===== src/rtl/cp0.sv =====
// cp0: system coprocessor 0 (SR, Cause, EPC, PRId) for the multi-cycle MIPS core.
// Ports: clk/rst; A1 read sel, A2/DIn/We MTC0 write; PC/EPCWr EPC capture;
//   EXLSet/EXLClr exception entry/ERET; HWInt[7:2] lines; IntReq, EPC, DOut out.
module cp0 #(
  parameter logic [31:0] PRID_VAL = 32'h0000_4D50
) (
  input  logic        clk,
  input  logic        rst,
  input  logic [4:0]  A1,
  input  logic [4:0]  A2,
  input  logic [31:0] DIn,
  input  logic [29:0] PC,
  input  logic [5:0]  HWInt,
  input  logic        We,
  input  logic        EXLSet,
  input  logic        EXLClr,
  input  logic        EPCWr,
  output logic        IntReq,
  output logic [29:0] EPC,
  output logic [31:0] DOut
);

  localparam logic [4:0] R_SR    = 5'd12;
  localparam logic [4:0] R_CAUSE = 5'd13;
  localparam logic [4:0] R_EPC   = 5'd14;
  localparam logic [4:0] R_PRID  = 5'd15;

  logic [5:0]  im;
  logic        exl;
  logic        ie;
  logic [5:0]  ip;
  logic [29:0] epc_q;

  // FSM strobes take the cycle; only a bare We is a software write.
  logic sw_wr;
  logic wr_sr;
  logic wr_epc;

  assign sw_wr  = We & ~EXLSet & ~EXLClr;
  assign wr_sr  = sw_wr & (A2 == R_SR);
  assign wr_epc = sw_wr & (A2 == R_EPC);

  // SR
  always_ff @(posedge clk) begin
    if (rst) begin
      im  <= '0;
      ie  <= 1'b0;
      exl <= 1'b0;
    end else begin
      if (wr_sr) begin
        im <= DIn[15:10];
        ie <= DIn[0];
      end
      if (EXLSet)
        exl <= 1'b1;
      else if (EXLClr)
        exl <= 1'b0;
      else if (wr_sr)
        exl <= DIn[1];
    end
  end

  // Cause.IP: plain one-stage sample, never blocked
  always_ff @(posedge clk) begin
    if (rst)
      ip <= '0;
    else
      ip <= HWInt;
  end

  // EPC: hardware capture wins over MTC0
  always_ff @(posedge clk) begin
    if (rst)
      epc_q <= '0;
    else if (EPCWr)
      epc_q <= PC;
    else if (wr_epc)
      epc_q <= DIn[31:2];
  end

  // Registered sources only, so HWInt has no direct path here.
  assign IntReq = ie & ~exl & (|(ip & im));
  assign EPC    = epc_q;

  always_comb begin
    DOut = '0;
    unique case (A1)
      R_SR:    DOut = {16'b0, im, 8'b0, exl, ie};
      R_CAUSE: DOut = {16'b0, ip, 3'b0, 5'b0, 2'b0};
      R_EPC:   DOut = {epc_q, 2'b00};
      R_PRID:  DOut = PRID_VAL;
      default: DOut = '0;
    endcase
  end

endmodule


===== config.mk =====
export PLATFORM = sky130hd
export DESIGN_NAME = cp0
export DESIGN_NICKNAME = d
export VERILOG_FILES = /design/src/rtl/cp0.sv
export SDC_FILE = /design/constraint.sdc
export NUM_CORES = 1
export LEC_CHECK = 0
export ABC_AREA = 1
export CAP_MARGIN = 20
export CORE_MARGIN = 2
export CORE_UTILIZATION = 37
export DETAILED_ROUTE_END_ITERATION = 12
export GPL_ROUTABILITY_DRIVEN = 0
export PLACE_DENSITY_LB_ADDON = 0.12
export SYNTH_ARGS = -nofsm -noshare
export SYNTH_HDL_FRONTEND = slang
export SYNTH_SLANG_ARGS = --single-unit

===== constraint.sdc =====
create_clock -name clk -period 0.9 [get_ports clk]
set_input_delay 0.09 -clock clk [delete_from_list [all_inputs] [get_ports clk]]
set_output_delay 0.09 -clock clk [all_outputs]
set_load 0.02 [all_outputs]

# --- Word level (Yosys, flattened, before mapping) ---
# Index checks and enable logic that the tools add are counted.
classes:
  n_eq_ne: 6
  bitwise_logic: 10
  muxes: 6
  n_reduce_logical: 3
op_table:
  columns: ["op", "n"]
  rows:
  - ["one-hot mux 32 bit (4 select lines)", 1]
  - ["two-way mux 30 bit", 2]
  - ["equality test 5 x 4 -> 1 bit (second input constant)", 6]
  - ["bitwise AND 1 bit", 6]
  - ["bitwise AND 6 bit", 1]
  - ["OR reduction 6 bit", 1]
  - ["two-way mux 1 bit", 3]
  - ["NOT 1 bit", 3]
  - ["nonzero test 3 bit", 1]
  - ["nonzero test 2 bit", 1]
word_totals:
  wordCells: 30
  out_inout_bits: 63
  ff_bits: 44
  in_bits: 84

# --- Longest topological paths before layout ---
# Gate-level depths: netlist of run 1.
depth:
  ltp_word: 7
  depth_mapped: 8
  depth_no_buf: 8

# --- Worst setup path before layout of run 1 ---
# OpenSTA, ideal clock, no wires.
synth_timing:
  path_kind: "input-to-output"
  startpoint: "input port A1[3]"
  endpoint: "output port DOut[16]"
  t_required_ns: 0.810
  path_buffers: 1
  path_stages: 5
  slack_ns: -0.038
  arrival_time_ns: 0.848
  cell_sequence: "nand2_1 nor2_1 nand2_1 clkbuf_1 nor2_1"
synth_between:
  elab_chain_cells: 2
  word_cells_on_any_way: 5
  cone_classes: "eq/ne: 4; mux: 1"
synth_rtl:
  columns: ["element", "line_no", "text"]
  rows:
  - ["start: declaration", "9", "input logic [4:0] A1,"]
  - ["equality test 5 x 4 -> 1 bit", "87", "unique case (A1)"]
  - ["one-hot mux 32 bit (4 select lines) *", "87", null]
  - ["end: declaration", "20", "output logic [31:0] DOut"]
# Every way passes the cells marked *; elsewhere a longest branch is shown, timed or not.

# --- Worst setup path after layout of run 1 ---
layout_timing:
  startpoint: "register im[4]"
  endpoint: "output port IntReq"
layout_between:
  elab_chain_cells: 3
layout_rtl:
  columns: ["element", "line_no", "text"]
  rows:
  - ["start: declaration", "28", "logic [5:0] im;"]
  - ["start signal: assignment", "51", "im <= DIn[15:10];"]
  - ["bitwise AND 6 bit", "82", "assign IntReq = ie & ~exl & (|(ip & im));"]
  - ["OR reduction 6 bit", "82", null]
  - ["bitwise AND 1 bit", "82", null]
  - ["end: declaration", "18", "output logic IntReq,"]
# Every way passes these cells.

==> metrics.md, run 1 <==
| Metric | Value |
|---|---|
| Status | `finished, violations left` |
| Failing checks | `setup timing` |
| DRC | `0` |
| Tmin final | `1307 ps` |
| R2R cell count | `7` |
| Synth Net Count | `485` |
| H-tree depth | `2` |
| Total track usage | `29.52%` |
| Die area | `7107 µm²` |
| Slew Viols, Final | `0` |
| Setup_tns | `-7606 ps` |
| Post-DP HPWL | `6.125 mm` |
| WP data arrival | `1220 ps` |
| Worst setup margin | `-407.5 ps` |
| Fmax | `0.7648 GHz` |
| Number of warnings issued by yosys | `0` |
| Slowest-stage cell, CP | `dfxtp_2` |
| Std cell rows | `29` |
| Final Skew | `0 ps` |
| CTS tree | `yes` |
| Post-cts hold buffer count | `0` |
| Overflow after GRT | `0` |
| Die Width | `84.31 µm` |
| Reg clk slew, reported paths | `90 ps` |
| Final Setup Violations | `70` |
| Synth Register Bits | `44` |
| Max Cap Viol | `0` |
| Final Hold Vio Count | `0` |
| Final worst-path cycle share | `145.3%` |
| Least-Margin Pin Slew | `282.1 ps` |
| Hold Crit Start | `EXLSet` |
| Cell area power density | `987.4 nW/µm²` |
| RSZ-0062 raised after global routing | `yes` |
| Share of cells above drive strength 1 | `49.67%` |
| Max rail drop VDD | `0.9923 mV` |
| Vias | `3628` |
| First-pass GRT wire length | `16.74 mm` |
| Top-Level Pins | `147` |
| Syn avg cell area | `5.950 µm²` |
| Setup CP Type | `reg -> out` |
| Antenna cell count | `0` |
| Drt wl/cell | `17.66 µm` |
| Hold Path Stages | `6` |
| Layout overhead on the synthesized area | `131.0%` |
| FF-to-FF setup slack | `-50 ps` |
| Synth Cell Area | `2386 µm²` |
| Initial core utilization | `38.01%` |
| Fill count | `326` |
| Vias in the first global route | `3569` |
| Worst Setup Start Kind | `flop` |
| Die Height | `84.31 µm` |
| Final wirelength | `12.20 mm` |
| CTS max path bufs | `2` |
| Hold crit path type | `in -> reg` |
| First-pass detailed-route iteration total | `5` |
| Reg2reg end | `exl` |
| Post-route ant nets | `0` |
| Lkg Pwr | `2.578 nW` |
| Nets | `697` |
| Initial antenna violation count | `0` |
| CTS buffer count | `5` |
| Crit path capture type | `output port` |
| Clock root buffer | `clkbuf_8` |
| Most frequent cells in the layout | `nand2_1 (135), buf_6 (102), clkdlybuf4s50_1 (69)` |
| Syn Inst Count | `401` |
| CP required | `810 ps` |
| Synth unique cells | `19` |
| Number of vias per cell | `5.250` |
| I/O Buffers | `146` |
| Reg2reg start | `exl` |
| CP peak stage delay | `340 ps` |
| Worst path cell trace | `nand2_2 > nand4_1 > o21ai_1 > nor2_1 > buf_4` |
| Final Util | `87.82%` |
| Total power | `5.443 mW` |
| Num Clock Sinks | `44` |
| Hold EP | `exl` |
| Core region area | `6277 µm²` |
| Drt first-iter violations | `174` |
| Worst skew pair latency | `300 ps` |
| Sequential-to-total area share from yosys stat | `36.92%` |
| Worst Path Max Fanout | `2` |
| Largest net degree at the start of global routing | `32` |
| Worst slew margin | `81.17%` |
| Most common cell after layout, fill and taps aside | `nand2_1` |
| Fin Hold WS | `230.5 ps` |
kinds of logic after synthesis:
| kind of cell | after synthesis | share of synthesized area [%] |
|---|---|---|
| simple gates | 253 | 43.16 |
| buf+inv | 63 | 11.33 |
| flops | 44 | 36.92 |
| compound gates | 41 | 8.600 |
worst max-delay path by stage:
stage | startpoint | end | slack (ps) | cells past startpoint
floorplan | A1[3] | DOut[16] | -40 | 5
finish | im[4] | IntReq | -410 | 5
detailed placement | A1[4] | DOut[14] | -1110 | 7
CTS | ip[4] | IntReq | -360 | 5
global placement | A1[4] | DOut[14] | -1020 | 7
global route | ip[3] | IntReq | -440 | 5
sequential cells by signal, summed over array words and instances (netlist names):
signal,count
EPC,30
exl,1
ie,1
im,6
ip,6
layout make-up:
cell class              instances  area (µm²)  share of cell area [%]
inverters                      42       170.2                   3.087
clock inverters                 2       35.03                  0.6355
multi-input cells             295        1703                   30.89
repair inverters                1       11.26                  0.2043
clock buffers                   6       72.57                   1.316
flip-flops and latches         44       937.1                   17.00
well taps                      77       96.34                   1.748
repair buffers                224        2487                   45.12
synthesized netlist by cell type:
cell	n	area share [%]
buf_1	3	0.47
nand4_1	2	0.52
o21ai_0	8	1.7
dfxtp_1	44	37
nand3_1	37	7.8
inv_2	2	0.31
nand3_2	2	0.84
buf_6	3	1.4
nor2_4	1	0.47
clkinv_1	1	0.16
nor2_1	51	8.0
nand2_1	156	25
nor2_2	1	0.26
nand2_2	2	0.52
inv_1	39	6.1
buf_2	9	1.9
clkbuf_1	6	0.94
nor3_1	1	0.21
a21oi_1	33	6.9
critical path: cells and delay by family, from the launching register on:
family	cells	cell delay [ps]
AND/OR/NAND/NOR	3	260
buffers and inverters	1	150
flip-flops	1	340
AO/OA/AOI/OAI	1	160
timing repair:
| action | CTS | global route |
|---|---|---|
| endpoints found under the setup margin | 101 | 101 |
| pin swaps | 36 | 31 |
| buffers inserted | 15 | 9 |
| gates cloned | 7 | 2 |
| gates resized for setup | 569 | 91 |
per-stage QoR:
stage | instances | setup WS [ps] | area, µm²
6_report | 691 | -407.5 | 5513
5_1_grt | 691 | -442.3 | 5513
2_1_floorplan | 401 | -38.02 | 2401
3_5_place_dp | 654 | -1106 | 4304
4_1_cts | 683 | -364.4 | 5225
3_3_place_gp | 654 | -1022 | 4304
where the power goes:
| group | switching [mW] | internal [mW] | total (mW) |
|---|---|---|---|
| Clock | 0.732 | 0.825 | 1.56 |
| Combinational | 0.786 | 0.947 | 1.73 |
| Sequential | 0.0935 | 2.06 | 2.15 |
| Total | 1.61 | 3.83 | 5.44 |
metal layers:
layer  global-route usage (%)  vias up  wire length, µm
met4                    13.49        0              603
li1                         -     1668                -
met2                    55.84      223             6452
met5                        0        -                0
met3                    7.276       60              909
met1                    30.31     1677             4237
Note: power is estimated with default switching activity, not from simulation.
==> inputs of run 2 (changes only) <==
Settings changed: CORE_ASPECT_RATIO from default to 1.75, CTS_CLUSTER_SIZE from default to 14.
==> run 2 against run 1 <==
Net effect: the run still ends with setup timing left; clock power shrank 17%; maximum frequency shrank 6.8%; via count shrank 6.6%; die area grew 0.35%; setup slack lost 96 ps; critical path type unchanged.
==> metrics.md, run 2 (synthesis results as in run 1) <==
| Metric | Value |
|---|---|
| Status | `finished, violations left` |
| Failing checks | `setup timing` |
| Hold EP | `exl` |
| Final Setup Violations | `63` |
| WP data arrival | `1310 ps` |
| Setup CP Type | `reg -> out` |
| Post-DP HPWL | `6.429 mm` |
| Largest net degree at the start of global routing | `31` |
| Hold crit path type | `in -> reg` |
| Num Clock Sinks | `44` |
| Hold Path Stages | `6` |
| Cell area power density | `946.1 nW/µm²` |
| I/O Buffers | `146` |
| Die area | `7132 µm²` |
| GR Util met2 | `53.46%` |
| Worst Path Max Fanout | `2` |
| CTS tree | `yes` |
| Layout overhead on the synthesized area | `123.8%` |
| Hold Crit Start | `EXLSet` |
| Fin Hold WS | `250.7 ps` |
| Fmax | `0.7125 GHz` |
| Worst slew margin | `82.76%` |
| Placement Setup Slack | `-1141 ps` |
| Routing usage on met1 | `27.23%` |
| CTS buffer count | `5` |
| Max reg flops | `30` |
| Std cell rows | `38` |
| Worst skew pair latency | `290 ps` |
| Core region area | `6228 µm²` |
| Lkg Pwr | `2.558 nW` |
| Overflow after GRT | `0` |
| Fill count | `369` |
| Final worst-path cycle share | `155.9%` |
| Total track usage | `26.59%` |
| Reg2reg start | `exl` |
| Share of cells above drive strength 1 | `49.26%` |
| CP required | `810 ps` |
| Least-Margin Pin Slew | `255.9 ps` |
| CTS max path bufs | `2` |
| Initial core utilization | `38.31%` |
| FF-to-FF setup slack | `-90 ps` |
| Final Skew | `0 ps` |
| Clock root buffer | `clkbuf_8` |
| Initial antenna violation count | `0` |
| Die Width | `64.71 µm` |
| Busiest grt layer | `met2` |
| Crit path capture type | `output port` |
| Die Height | `110.2 µm` |
| Worst setup margin | `-503.4 ps` |
| Vias | `3390` |
| Drt first-iter violations | `137` |
| RSZ-0062 raised after global routing | `yes` |
| Most common cell after layout, fill and taps aside | `nand2_1` |
| Vias in the first global route | `3192` |
| Post-route ant nets | `0` |
| Final wirelength | `10.59 mm` |
| Reg clk slew, reported paths | `80 ps` |
| R2R cell count | `7` |
| Final Hold Vio Count | `0` |
| Max rail drop VDD | `0.8635 mV` |
| Number of vias per cell | `4.906` |
| Slew Viols, Final | `0` |
| H-tree depth | `2` |
| Max Cap Viol | `0` |
| DRC | `0` |
| Nets | `694` |
| First-pass detailed-route iteration total | `4` |
| Grt met3 use | `3.858%` |
| Most frequent cells in the layout | `nand2_1 (133), buf_6 (102), clkdlybuf4s50_1 (69)` |
| Drt wl/cell | `15.32 µm` |
| Reg2reg end | `exl` |
| Tmin final | `1403 ps` |
| Worst Setup Start Kind | `flop` |
| First-pass GRT wire length | `14.81 mm` |
| Top-Level Pins | `147` |
| Antenna cell count | `0` |
run 2: cell count changes in the layout (fill, tap and decap cells not counted), sizes merged:
cell / change
buf: -4
bufbuf: -1
bufinv: -1
clkbuf: -2
clkdlybuf4s15: +3
clkinv: +2
dlygate4sd2: +2
inv: -1
nand3: -1
run 2: critical path, stage by stage (launching register included):
cell,delay (ps)
dfxtp_2,340
nand2_1,70
nand4_1,200
o21ai_1,210
nor2_1,60
buf_4,150
run 2: worst max-delay path by stage:
stage	startpoint	to	slack (ps)	cells past startpoint
after detailed placement	A1[2]	DOut[11]	-1140	8
final	ip[0]	IntReq	-500	5
after global placement	A1[4]	DOut[14]	-1040	7
after CTS	ip[3]	IntReq	-440	5
after global routing	ip[0]	IntReq	-580	5
after floorplan	A1[3]	DOut[16]	-40	5
run 2: layout make-up:
cell class                 instances  area [µm²]  share of cell area (%)
timing repair inverter             1       8.758                  0.1640
clock inverter                     2       10.01                  0.1875
sequential                        44       940.9                   17.62
inverter                          42       180.2                   3.375
tap                               80       100.1                   1.875
multi-input combinational        294        1637                   30.65
timing repair buffer             222        2380                   44.57
clock buffer                       6       82.58                   1.547
run 2: power by group:
group          internal, mW  switching (mW)
Sequential             2.06          0.0899
Clock                 0.614           0.681
Combinational         0.901           0.708
Total                  3.57            1.48
run 2: per-stage QoR:
step           TNS (ps)  power [mW]  cell area [µm²]  util (%)  instances
2_1_floorplan    -760.4       2.638             2401         -        401
3_3_place_gp     -55960       3.383             4243     68.12        655
3_5_place_dp     -59280       3.400             4243     68.12        655
4_1_cts           -5318       4.839             4732     75.97        678
5_1_grt           -8795       5.277             5339     85.72        691
6_report          -6095       5.051             5339     85.72        691
run 2: metal layers:
metal / part of all wire, % / routed length, µm
met1: 35 / 3692
met2: 56 / 5968
met3: 4.4 / 470
met4: 4.3 / 458
met5: 0 / 0
run 2: repair_timing:
item,CTS,global route
hold buffers,0,0
pin swaps,46,40
buffers inserted,13,10
endpoints found under the setup margin,101,101
gates resized for setup,510,146
gates cloned,3,4
==> inputs of run 3 (changes only) <==
Settings changed: SETUP_SLACK_MARGIN from default to 0.15.
==> run 3 against run 2 <==
Net effect: the run still ends with setup timing left; critical path depth stayed put; routed wire length is 59% higher; non-clock buffer count is 8 higher; total power is 13% higher; core utilization is 9.0 points higher; via count is 21% higher; register-to-register slack better by 20 ps; first-iteration DRC count grew to 3.2 times the previous value; count of clock-buffer cells in the layout is 1 higher; hold slack worse by 35 ps; critical endpoint unchanged; largest power group unchanged.
==> metrics.md, run 3 (synthesis results as in run 1) <==
| Metric | Value |
|---|---|
| WP data arrival | `1250 ps` |
| FF-to-FF setup slack | `-70 ps` |
| Hold EP | `exl` |
| Num Clock Sinks | `44` |
| Worst path cell trace | `nand2_2 > nand4_1 > o21ai_2 > nor2_2 > buf_6` |
| Die Height | `110.2 µm` |
| Max Cap Viol | `0` |
| Cell area power density | `963.7 nW/µm²` |
| Hold Crit Start | `EXLSet` |
| H-tree depth | `2` |
| Reg2reg start | `EPC[24]` |
| Final Skew | `0 ps` |
| DRC | `0` |
| Max reg flops | `30` |
| RSZ-0062 raised after global routing | `yes` |
| Net Sw Frac | `33.66%` |
| Net switching power | `1.914 mW` |
| Worst Path Max Fanout | `2` |
| Fill count | `170` |
| Tmin final | `1341 ps` |
| Setup CP Type | `reg -> out` |
| Initial core utilization | `38.31%` |
| Register Area | `948.4 µm²` |
| Clock share of power | `25.7%` |
| Std cell rows | `38` |
| First-pass GRT wire length | `17.51 mm` |
| Total track usage | `32.10%` |
| Number of vias per cell | `5.844` |
| Reg clk slew, reported paths | `90 ps` |
| Slew Viols, Final | `0` |
| Worst slew margin | `80.18%` |
| Top-Level Pins | `147` |
| Antenna cell count | `0` |
| Share of cells above drive strength 1 | `57.51%` |
| Worst skew pair latency | `310 ps` |
| CTS buffer count | `5` |
| Final Setup Violations | `78` |
| Crit path capture type | `output port` |
| Post-cts hold buffer count | `0` |
| Final Util | `94.76%` |
| Nets | `703` |
| Status | `finished, violations left` |
| Core region area | `6228 µm²` |
| Final worst-path cycle share | `149.0%` |
| Vias | `4085` |
| Final wirelength | `16.80 mm` |
| Max rail drop VDD | `0.8639 mV` |
| Worst setup margin | `-440.6 ps` |
| CP required | `810 ps` |
| Reg2reg end | `EPC[24]` |
| Die area | `7132 µm²` |
| Most common cell after layout, fill and taps aside | `buf_6` |
| Hold Path Stages | `6` |
| Lkg Pwr | `2.763 nW` |
| Overflow after GRT | `0` |
| Vias in the first global route | `3749` |
| Fmax | `0.7460 GHz` |
| Post-DP HPWL | `6.613 mm` |
| CTS tree | `yes` |
| Multi-input gate area | `2018 µm²` |
| Post-route ant nets | `0` |
| CP peak stage delay | `350 ps` |
| Comb pwr share | `36.3%` |
| Drt first-iter violations | `439` |
| Total power | `5.688 mW` |
| Largest net degree at the start of global routing | `22` |
| Failing checks | `setup timing` |
| Clock root buffer | `clkbuf_8` |
| CTS max path bufs | `2` |
| Internal power | `3.773 mW` |
| Most frequent cells in the layout | `buf_6 (116), nand2_1 (103), clkdlybuf4s50_1 (68)` |
| Part of the power in registers | `38.0%` |
| Final Hold Vio Count | `0` |
| Drt wl/cell | `24.03 µm` |
| Worst Setup Start Kind | `flop` |
| First-pass detailed-route iteration total | `5` |
| I/O Buffers | `146` |
| Die Width | `64.71 µm` |
| Hold crit path type | `in -> reg` |
| Layout overhead on the synthesized area | `147.4%` |
| Initial antenna violation count | `0` |
| Slowest-stage cell, CP | `dfxtp_2` |
| Least-Margin Pin Slew | `296.9 ps` |
| R2R cell count | `4` |
[run 3: changes by cell type in the layout (fill, tap and decap cells not counted), sizes merged]
cell | previous run | this run
buf | 141 | 159
clkbuf | 12 | 8
clkdlybuf4s15 | 4 | 1
clkinv | 4 | 2
clkdlybuf4s50 | 69 | 68
dlygate4sd2 | 2 | 1
nand3 | 39 | 40
[run 3: how the worst max path moves through the flow]
| stage | depth (start not counted) | slack (ps) | start | to |
|---|---|---|---|---|
| after global placement | 8 | -980 | A1[3] | DOut[11] |
| final | 5 | -440 | ip[3] | IntReq |
| after global routing | 5 | -550 | ip[3] | IntReq |
| after detailed placement | 8 | -1000 | A1[3] | DOut[15] |
| after floorplan | 3 | 90 | rst | EPC[0] |
| after CTS | 5 | -400 | ip[0] | IntReq |
[run 3: routing by layer]
layer  wire (µm)  global-route usage, %  up-vias
li1            -                      -     1678
met1        5229                  29.60     1926
met2        8858                  62.15      353
met3        1371                  5.990      128
met4        1338                  21.43        0
met5           0                      0        -
[run 3: critical path, delay by kind of cell (launching register included)]
family | cells | cell delay (ps)
compound gates | 1 | 180
buf+inv | 1 | 120
simple gates | 3 | 290
flops | 1 | 350
[run 3: final cells by class]
cell class	count	share of cell area, %
timing repair buffer	230	42.82
multi-input combinational	295	34.20
inverter	42	3.307
timing repair inverter	1	0.2756
tap	80	1.696
sequential	44	16.07
clock buffer	7	1.632
[run 3: timing repair]
action / CTS / global route
gates cloned: 8 / 1
pin swaps: 43 / 39
setup buffers: 12 / 14
setup endpoints to repair: 102 / 100
gates resized for setup: 615 / 90
hold endpoints to repair: 0 / 0
[run 3: power groups by stage]
stage	registers, mW	clock network (mW)	logic, mW
final	2.16	1.46	2.06
after global placement	2.15	0	1.33
after global routing	2.17	1.52	2.12
after detailed placement	2.15	0	1.34
after floorplan	2.25	0	0.457
after CTS	2.14	1.36	1.69
[run 3: stage by stage]
| stage | std cells | cell area [µm²] | TNS (ps) | hold slack, ps | setup WS [ps] |
|---|---|---|---|---|---|
| 2_1_floorplan | 401 | 2675 | 0 | 197.0 | 87.24 |
| 3_3_place_gp | 657 | 4513 | -61670 | 487.1 | -977.2 |
| 3_5_place_dp | 657 | 4513 | -62840 | 491.6 | -1005 |
| 4_1_cts | 684 | 5492 | -7918 | 157.1 | -404.3 |
| 5_1_grt | 699 | 5902 | -11610 | 233.9 | -551.7 |
| 6_report | 699 | 5902 | -10170 | 215.2 | -440.6 |
